## src/rtl/aa_pkg.sv

```systemverilog
// Shared types and defaults for the anti-aliasing frame sequencer.
// Imported by the scheduler top and its scan counter.
package aa_pkg;

  localparam int AA_SIZE   = 64;
  localparam int AA_PIX_W  = 8;
  localparam int AA_ADDR_W = $clog2(AA_SIZE * AA_SIZE);

  typedef enum logic [2:0] {
    IDLE,
    FETCH,
    FWAIT,
    ISSUE,
    WAIT_RES,
    WRITE,
    DONE
  } aa_sched_state_t;

  typedef enum logic [2:0] {
    SI_C,
    SI_N,
    SI_S,
    SI_W,
    SI_E
  } aa_st_idx_t;

  function automatic aa_st_idx_t aa_next_idx(input aa_st_idx_t i);
    aa_st_idx_t n;
    n = SI_C;
    case (i)
      SI_C:    n = SI_N;
      SI_N:    n = SI_S;
      SI_S:    n = SI_W;
      SI_W:    n = SI_E;
      default: n = SI_C;
    endcase
    return n;
  endfunction

endpackage

```

## src/rtl/aa_frame_sched_scan.sv

```systemverilog
// Row-major row/col scan counter for the frame sequencer.
// Wraps to (0,0) after the last pixel.
module aa_scan_cnt
  import aa_pkg::*;
#(
  parameter int SIZE   = AA_SIZE,
  parameter int ADDR_W = AA_ADDR_W,
  parameter int RC_W   = $clog2(SIZE)
) (
  input  logic              clk,
  input  logic              reset_n,
  input  logic              i_clear,
  input  logic              i_advance,
  output logic [RC_W-1:0]   o_row,
  output logic [RC_W-1:0]   o_col,
  output logic              o_is_border,
  output logic              o_is_last,
  output logic [ADDR_W-1:0] o_addr
);

  localparam logic [RC_W-1:0]   L_MAX  = RC_W'(SIZE - 1);
  localparam logic [ADDR_W-1:0] L_SIZE = ADDR_W'(SIZE);

  logic [RC_W-1:0] r_row;
  logic [RC_W-1:0] r_col;

  always_ff @(posedge clk) begin
    if (!reset_n || i_clear) begin
      r_row <= '0;
      r_col <= '0;
    end else if (i_advance) begin
      if (r_col == L_MAX) begin
        r_col <= '0;
        r_row <= (r_row == L_MAX) ? '0 : r_row + RC_W'(1);
      end else begin
        r_col <= r_col + RC_W'(1);
      end
    end
  end

  assign o_row       = r_row;
  assign o_col       = r_col;
  assign o_is_border = (r_row == '0) || (r_row == L_MAX) ||
                       (r_col == '0) || (r_col == L_MAX);
  assign o_is_last   = (r_row == L_MAX) && (r_col == L_MAX);
  assign o_addr      = ADDR_W'(r_row) * L_SIZE + ADDR_W'(r_col);

endmodule

```

## src/rtl/aa_frame_sched.sv

```systemverilog
// Frame sequencer: fetches 5-point stencils, hands them to the AA
// datapath and writes results; border pixels are copied through.
module aa_frame_sched
  import aa_pkg::*;
#(
  parameter int SIZE   = AA_SIZE,
  parameter int PIX_W  = AA_PIX_W,
  parameter int ADDR_W = $clog2(SIZE * SIZE)
) (
  input  logic              clk,
  input  logic              reset_n,
  input  logic              start,
  input  logic [PIX_W-1:0]  th,
  output logic              busy,
  output logic              done,
  output logic              rd_en,
  output logic [ADDR_W-1:0] rd_addr,
  input  logic [PIX_W-1:0]  rd_data,
  output logic              st_valid,
  input  logic              st_ready,
  output logic [PIX_W-1:0]  st_c,
  output logic [PIX_W-1:0]  st_n,
  output logic [PIX_W-1:0]  st_s,
  output logic [PIX_W-1:0]  st_w,
  output logic [PIX_W-1:0]  st_e,
  output logic [PIX_W-1:0]  st_th,
  input  logic              res_valid,
  input  logic [PIX_W-1:0]  res_data,
  output logic              wr_en,
  output logic [ADDR_W-1:0] wr_addr,
  output logic [PIX_W-1:0]  wr_data
);

  localparam int                RC_W   = $clog2(SIZE);
  localparam logic [ADDR_W-1:0] L_SIZE = ADDR_W'(SIZE);

  aa_sched_state_t r_state;
  aa_sched_state_t w_nxt;
  aa_st_idx_t      r_idx;
  aa_st_idx_t      r_cap_idx;
  logic            r_cap_v;

  logic [PIX_W-1:0] r_c;
  logic [PIX_W-1:0] r_n;
  logic [PIX_W-1:0] r_s;
  logic [PIX_W-1:0] r_w;
  logic [PIX_W-1:0] r_e;
  logic [PIX_W-1:0] r_th;
  logic [PIX_W-1:0] r_res;

  logic [RC_W-1:0]   w_row;
  logic [RC_W-1:0]   w_col;
  logic [RC_W-1:0]   w_rr;
  logic [RC_W-1:0]   w_rc;
  logic [ADDR_W-1:0] w_pix;
  logic              w_border;
  logic              w_last;
  logic              w_clr;
  logic              w_adv;
  logic              w_rd_en;
  logic              w_wr_en;
  logic              w_st_valid;
  logic              w_busy;
  logic              w_done;

  aa_scan_cnt #(
    .SIZE   (SIZE),
    .ADDR_W (ADDR_W),
    .RC_W   (RC_W)
  ) u_scan (
    .clk         (clk),
    .reset_n     (reset_n),
    .i_clear     (w_clr),
    .i_advance   (w_adv),
    .o_row       (w_row),
    .o_col       (w_col),
    .o_is_border (w_border),
    .o_is_last   (w_last),
    .o_addr      (w_pix)
  );

  always_ff @(posedge clk) begin
    if (!reset_n) r_state <= IDLE;
    else          r_state <= w_nxt;
  end

  always_comb begin
    w_nxt      = r_state;
    w_rd_en    = 1'b0;
    w_wr_en    = 1'b0;
    w_st_valid = 1'b0;
    w_busy     = 1'b1;
    w_done     = 1'b0;
    w_clr      = 1'b0;
    w_adv      = 1'b0;
    case (r_state)
      IDLE: begin
        w_busy = 1'b0;
        if (start) begin
          w_clr = 1'b1;
          w_nxt = FETCH;
        end
      end
      FETCH: begin
        w_rd_en = 1'b1;
        if (w_border || r_idx == SI_E) w_nxt = FWAIT;
      end
      FWAIT: w_nxt = w_border ? WRITE : ISSUE;
      ISSUE: begin
        w_st_valid = 1'b1;
        if (st_ready) w_nxt = WAIT_RES;
      end
      WAIT_RES: if (res_valid) w_nxt = WRITE;
      WRITE: begin
        w_wr_en = 1'b1;
        w_adv   = 1'b1;
        w_nxt   = w_last ? DONE : FETCH;
      end
      DONE: begin
        w_busy = 1'b0;
        w_done = 1'b1;
        w_nxt  = IDLE;
      end
      default: begin
        w_busy = 1'b0;
        w_nxt  = IDLE;
      end
    endcase
  end

  // Neighbour coordinates for the stencil element being fetched
  always_comb begin
    w_rr = w_row;
    w_rc = w_col;
    case (r_idx)
      SI_N:    w_rr = w_row - RC_W'(1);
      SI_S:    w_rr = w_row + RC_W'(1);
      SI_W:    w_rc = w_col - RC_W'(1);
      SI_E:    w_rc = w_col + RC_W'(1);
      default: ;
    endcase
  end

  always_ff @(posedge clk) begin
    if (!reset_n) begin
      r_idx     <= SI_C;
      r_cap_idx <= SI_C;
      r_cap_v   <= 1'b0;
      r_c       <= '0;
      r_n       <= '0;
      r_s       <= '0;
      r_w       <= '0;
      r_e       <= '0;
      r_th      <= '0;
      r_res     <= '0;
    end else begin
      r_cap_v   <= w_rd_en;
      r_cap_idx <= r_idx;
      r_idx     <= (r_state == FETCH) ? aa_next_idx(r_idx) : SI_C;
      if (r_state == IDLE && start) r_th <= th;
      if (r_cap_v) begin
        case (r_cap_idx)
          SI_C:    r_c <= rd_data;
          SI_N:    r_n <= rd_data;
          SI_S:    r_s <= rd_data;
          SI_W:    r_w <= rd_data;
          SI_E:    r_e <= rd_data;
          default: ;
        endcase
      end
      if (r_state == WAIT_RES && res_valid) r_res <= res_data;
    end
  end

  assign busy     = w_busy;
  assign done     = w_done;
  assign rd_en    = w_rd_en;
  assign rd_addr  = w_rd_en ?
                    ADDR_W'(w_rr) * L_SIZE + ADDR_W'(w_rc) : '0;
  assign st_valid = w_st_valid;
  assign st_c     = r_c;
  assign st_n     = r_n;
  assign st_s     = r_s;
  assign st_w     = r_w;
  assign st_e     = r_e;
  assign st_th    = r_th;
  assign wr_en    = w_wr_en;
  assign wr_addr  = w_wr_en ? w_pix : '0;
  assign wr_data  = w_wr_en ? (w_border ? r_c : r_res) : '0;

endmodule

```

## config.mk

```make
export PLATFORM = sky130hd
export DESIGN_NAME = aa_frame_sched
export DESIGN_NICKNAME = d
export VERILOG_FILES = /design/src/rtl/aa_pkg.sv /design/src/rtl/aa_frame_sched_scan.sv /design/src/rtl/aa_frame_sched.sv
export SDC_FILE = /design/constraint.sdc
export NUM_CORES = 1
export LEC_CHECK = 0
export CAP_MARGIN = 20
export CORE_ASPECT_RATIO = 0.7
export CORE_MARGIN = 3
export CORE_UTILIZATION = 51
export DETAILED_ROUTE_END_ITERATION = 6
export MAX_ROUTING_LAYER = met4
export PLACE_DENSITY = 0.86
export SETUP_SLACK_MARGIN = 0.05
export SYNTH_ARGS = -nofsm -noshare
export SYNTH_HDL_FRONTEND = slang
export SYNTH_SLANG_ARGS = --single-unit
```

## constraint.sdc

```tcl
create_clock -name clk -period 4.65 [get_ports clk]
set_clock_uncertainty 0.15 [all_clocks]
set_input_delay 1.395 -clock clk [delete_from_list [all_inputs] [get_ports clk]]
set_output_delay 1.395 -clock clk [all_outputs]
set_load 0.02 [all_outputs]
```

== After elaboration in Yosys (flattened, before gate mapping) ==
Cells that the tools add are included.

* Bits in registers: 78
* Bits of input ports: 29
* Output and inout bits: 85
* Word-level logic and storage cells: 85

* Add/subtract/negate cells: 6
* Equality and inequality tests: 20
* Multiplexer cells: 23
* Reduce and logical (&&, ||, !) cells: 23

{| class="wikitable"
|+ Operators by type and width
! operator !! number
|-
| 12-bit by 6-bit adder with 12-bit output || 2
|-
| 12-bit two-way mux || 2
|-
| 6-bit case mux with 2 select lines || 2
|-
| 3-bit by 2-bit == test with 1-bit output, second input constant || 6
|-
| 3-bit two-way mux || 6
|-
| 3-bit case mux with 6 select lines || 1
|-
| 8-bit two-way mux || 2
|-
| 3-bit == test, second input constant || 5
|-
| 2-bit AND reduction || 7
|-
| 6-bit by 1-bit adder with 6-bit output, second input constant || 2
|-
| 6-bit == test, second input constant || 2
|-
| 6-bit zero test || 2
|-
| 6-bit two-way mux || 2
|-
| 3-bit case mux with 4 select lines || 1
|-
| 6-bit by 1-bit subtractor with 6-bit output, second input constant || 2
|-
| 3-bit by 1-bit == test with 1-bit output, second input constant || 3
|-
| 3-bit zero test || 3
|-
| 2-bit inequality test, second input constant || 4
|-
| 1-bit two-way mux || 7
|-
| 1-bit logical OR || 5
|-
| 5-bit OR reduction || 1
|-
| 4-bit AND reduction || 1
|-
| 1-bit logical AND || 3
|-
| 1-bit zero test || 1
|}

== Depth between registers and ports, before layout ==
* Word-level depth: 7
* Gate-level depth with buffers: 7
* Depth with buffers taken out: 6

== Hierarchy ==
Synthesis repeated with hierarchy kept, for this count alone.

* Cell total of the unflattened synthesis: 506
* Area total of the unflattened synthesis: 4169.0 µm²

{| class="wikitable"
|+ Modules (own cells, without submodules)
! module !! times used !! cells each !! area an instance (µm²) !! seq. area each (µm²)
|-
| aa_frame_sched || 1 || 411 || 3393.3 || 1321.3
|-
| aa_scan_cnt || 1 || 95 || 775.7 || 240.2
|}

== Worst setup path before layout ==
No wires, ideal clock.

* Kind: register to output
* Start: register u_scan.r_row[0] (netlist: u_scan.o_row[0])
* End: output port wr_data[0]
* Arrival: 2.022 ns
* Required time: 3.105 ns
* Slack: 1.083 ns
* Stages on the path, launching flop included: 8
* Path buffers: 1
* Cell sequence: dfxtp_1 -> inv_1 -> ha_1 -> nor3b_1 -> or4_4 -> buf_2 -> mux2i_1 -> nor2_1

* Longest elaborated chain between the ends: 6
* Elaborated cells on any way between the ends: 7
* Classes of those cells: eq/ne: 1; mux: 2; reduce/logical: 4

{| class="wikitable"
|+ Ends and longest elaborated chain
! what !! line !! text
|-
| from (decl) || aa_frame_sched_scan.sv:24 || <nowiki>logic [RC_W-1:0] r_row;</nowiki>
|-
| from (signal assigned) || aa_frame_sched_scan.sv:34 || <nowiki>r_row <= (r_row == L_MAX) ? '0 : r_row + RC_W'(1);</nowiki>
|-
| 6-bit == test or 6-bit zero test (tied branches) || aa_frame_sched_scan.sv:43 || <nowiki>assign o_is_border = (r_row == '0) || (r_row == L_MAX) ||</nowiki>
|-
| 1-bit logical OR (*) (2 in series) || aa_frame_sched_scan.sv:43 ||
|-
| 1-bit logical OR (*) || aa_frame_sched_scan.sv:44 || <nowiki>(r_col == '0) || (r_col == L_MAX);</nowiki>
|-
| 8-bit two-way mux (*) (2 in series) || aa_frame_sched.sv:189 || <nowiki>assign wr_data = w_wr_en ? (w_border ? r_c : r_res) : '0;</nowiki>
|-
| to (decl) || aa_frame_sched.sv:31 || <nowiki>output logic [PIX_W-1:0] wr_data</nowiki>
|}

Mark *: on every way between the ends. The rest lies on a longest branch, timed or not.

== Final worst setup path ==
* Start: register u_scan.r_row[1] (netlist: u_scan.o_row[1])
* End: output port wr_data[3]

The elaborated chain is that of the path after synthesis.

==> impl_metrics.toml <==
[global_routing]
use_met1_pct = 35.4
use_met2_pct = 39.2
grt.busiest_layer = "met2"
grt_pass1_vias = 3453
grt_usage_pct = 26.1
antenna_found_initial = 0
grt-ovfl-total = 0
use_met3_pct = 5.26
grt_pass1_wl_um = 17100
grt_max_degree = 37

[yosys]
yosys_warnings = 0
synth_area_um2 = 3820
synth_cell_type_count = 42
avgSynthCellArea_um2 = 8.01
synth_nets = 512
synth_seq_area_share_pct = 40.9
ys_ff_latch = 78
postSynthCellCount = 477

[critical_path]
end_kind = "primary output"
worstPathRequired_ns = 3.11
slowest_stage = "or4_4"
worstPathCellList = "inv_1 > ha_1 > nor3b_1 > or4_4 > mux2i_1 > nor2_1 > clkdlybuf4s50_1"
crit_buf_inv = 2
crit_cells = 7
cp_top_family = "simple AND/OR/NAND/NOR gates"
worstPathMaxFanout = 12
r2r-start = "u_scan.o_row[1]"
cp-startpoint = "u_scan.o_row[1]"
crit_type = "reg -> out"
r2r_cells = 6
arrival_ns = 2.92
start_kind = "register"
slowest_delay_ns = 0.68

[timing]
setup_tns_ns = 0
relSlewSlack_pct = 41.5
timing.fmax_ghz = 0.224
finalCritPeriodShare_pct = 96.1
hold_violations = 0
report.final.slew_viol_count = 0
setup_viol = 0
rsz0062_at_grt = "false"
fin_hold_ws_ns = 0.317
fin_crit_ns = 4.47
worst_pin_slew_ns = 0.873
fin_ws_ns = 0.180

[die]
initial_core_util_pct = 54.5
coreArea_um2 = 7010
die_area_um2 = 8580
die_height_um = 78.4
row_count = 25
die_x_um = 109
ios = 114

[route]
wl_per_cell_um = 16.0
ant_nets = 0
drtPass1Iterations = 4
drc = 0
drt_first_iter_violations = 233
vias = 3699
via_per_inst = 5.46
wirelength_um = 10900

[cells_and_area]
regArea_um2 = 1560
n_antenna_cell = 0
layout-drive-gt1-share_pct = 4.97
finalNonFillerCells = 677
area_growth_pct = 37.0
layout.nets = 613
multi_input_area_um2 = 2120
nFillCells = 557

[run_status]
status = "finished, final reports clean"

[min_path]
hp-start = "st_s[7]"
min_path_cells = 2
min_path_type = "reg -> reg"

[power_and_ir_drop]
p_switching_uw = 360
combPwrFrac_pct = 11.6
peakVddDrop_mv = 0.207
clkPwrFrac_pct = 41.8
power.density_nw_per_um2 = 288
pwr-share-seq_pct = 46.6
swShare_pct = 23.9
p_int_mw = 1.15
p_leak_nw = 1.81

[cts]
clockRootBuffer = "clkbuf_8"
clk_path_buf_depth = 2
clk_pin_slew_worst_paths_ns = 0.08
cts-resized-gates = 0
cts_max_level = 3
insertion_delay_ns = 0.34
cts_setup_buffers = 0
ctsHoldBuffers = 0
clock-sinks = 78
cts_buffers = 9
cts_tree = "yes"

[placed_design]
post-place-ws_ns = 0.555
io_buffers = 113
dp.cells = 661
hpwlAfterDp_um = 7890
place_congestion = 0.924

[flow_run]
cap_violations = 0
==> final timing paths <==
check / endpoint / slack [ns]
worst min-delay path: st_s[7] / 0.32
worst max-delay path: wr_data[3] / 0.18
worst max register to register: r_state[1] / 2.15
worst min register to register: st_s[7] / 0.32
==> state kept, by name (all words and copies together) (netlist names) <==
| signal | cells |
|---|---|
| st_n | 8 |
| st_th | 8 |
| u_scan.o_row | 6 |
| st_e | 8 |
| r_cap_v | 1 |
| r_state | 3 |
| r_res | 8 |
| r_cap_idx | 3 |
| u_scan.o_col | 6 |
| st_c | 8 |
| r_idx | 3 |
| st_s | 8 |
| st_w | 8 |
==> power groups by stage <==
| stage | logic (mW) | clock network, mW | registers [mW] |
|---|---|---|---|
| after global placement | 0.171 | 0 | 0.716 |
| final | 0.175 | 0.630 | 0.703 |
| after floorplan | 0.0860 | 0 | 0.722 |
| after detailed placement | 0.174 | 0 | 0.717 |
| after CTS | 0.175 | 0.642 | 0.702 |
| after global routing | 0.189 | 0.665 | 0.705 |
==> metal layers <==
| metal | routed length, um | vias up |
|---|---|---|
| li1 | - | 1796 |
| met1 | 4990 | 1738 |
| met2 | 4930 | 146 |
| met3 | 776 | 19 |
| met4 | 164 | 0 |
| met5 | 0 | - |
==> worst min-delay path, stage by stage, from the launching register on <==
cell and delay [ns]:
dfxtp_1 0.31, nand2_1 0.04, a21boi_0 0.06
==> stage by stage <==
step / power (mW) / area (um^2) / util, %
after floorplan: 0.808 / 3820 / -
after global placement: 0.887 / 4980 / 71.0
after detailed placement: 0.891 / 4980 / 71.0
after CTS: 1.52 / 5230 / 74.7
after global routing: 1.56 / 5240 / 74.7
final: 1.51 / 5240 / 74.7
==> layout make-up <==
class	instances	share of cell area (%)
multi-input combinational	364	40.4
inverter	9	0.645
sequential	78	29.9
clock inverter	5	2.01
tap	94	2.25
clock buffer	11	2.89
timing repair buffer	116	21.9
==> cells in the mapped netlist (all sizes together) <==
library cell / n / area, um^2
a211o: 2 / 17.5
a211oi: 3 / 27.5
a21boi: 40 / 300
a21oi: 15 / 75.1
a22oi: 3 / 22.5
a311o: 1 / 10.0
a311oi: 1 / 8.76
a32oi: 1 / 8.76
and2: 14 / 90.1
and3: 3 / 18.8
and3b: 2 / 17.5
and4: 1 / 11.3
buf: 3 / 21.3
clkbuf: 23 / 87.6
dfxtp: 78 / 1560
ha: 6 / 75.1
inv: 9 / 33.8
mux2i: 24 / 240
nand2: 108 / 405
nand2b: 3 / 18.8
nand3: 11 / 55.1
nand3b: 4 / 30.0
nand4: 6 / 37.5
nor2: 45 / 171
nor2b: 19 / 119
nor3: 9 / 50.1
nor3b: 5 / 37.5
o21ai: 14 / 70.1
o31ai: 2 / 15.0
o41ai: 1 / 8.76
or2: 1 / 6.26
or3: 4 / 25.0
or3b: 1 / 8.76
or4: 1 / 11.3
xnor2: 9 / 78.8
xor2: 5 / 43.8
==> logic make-up after synthesis <==
| group | count (synthesis) | share of synthesized area, % |
|---|---|---|
| fa+ha+maj | 6 | 1.97 |
| simple gates | 237 | 29.2 |
| mux | 24 | 6.29 |
| xor+xnor | 14 | 3.21 |
| compound gates | 83 | 14.8 |
| flops | 78 | 40.9 |
| buf+inv | 35 | 3.73 |
==> placed cells by master, fill, tap and decap left out, types with 2 or more instances in the layout <==
master	instances
nand2b_1	3
and3b_1	2
nand3b_1	4
dfxtp_1	77
nand2_1	108
a211o_1	2
a21oi_1	15
nand3_1	11
nor2b_1	19
xor2_1	5
nor3_1	8
nor2_1	44
bufinv_16	3
o21ai_0	14
or3_1	4
and3_1	3
o31ai_1	2
nor3b_1	5
a22oi_1	3
and2_1	13
ha_1	6
a21boi_0	40
inv_1	9
clkdlybuf4s50_1	112
clkbuf_8	11
a211oi_1	2
buf_4	3
xnor2_1	9
mux2i_1	24
nand4_1	6
clkinvlp_4	2
(Power assumes the default switching activity.)
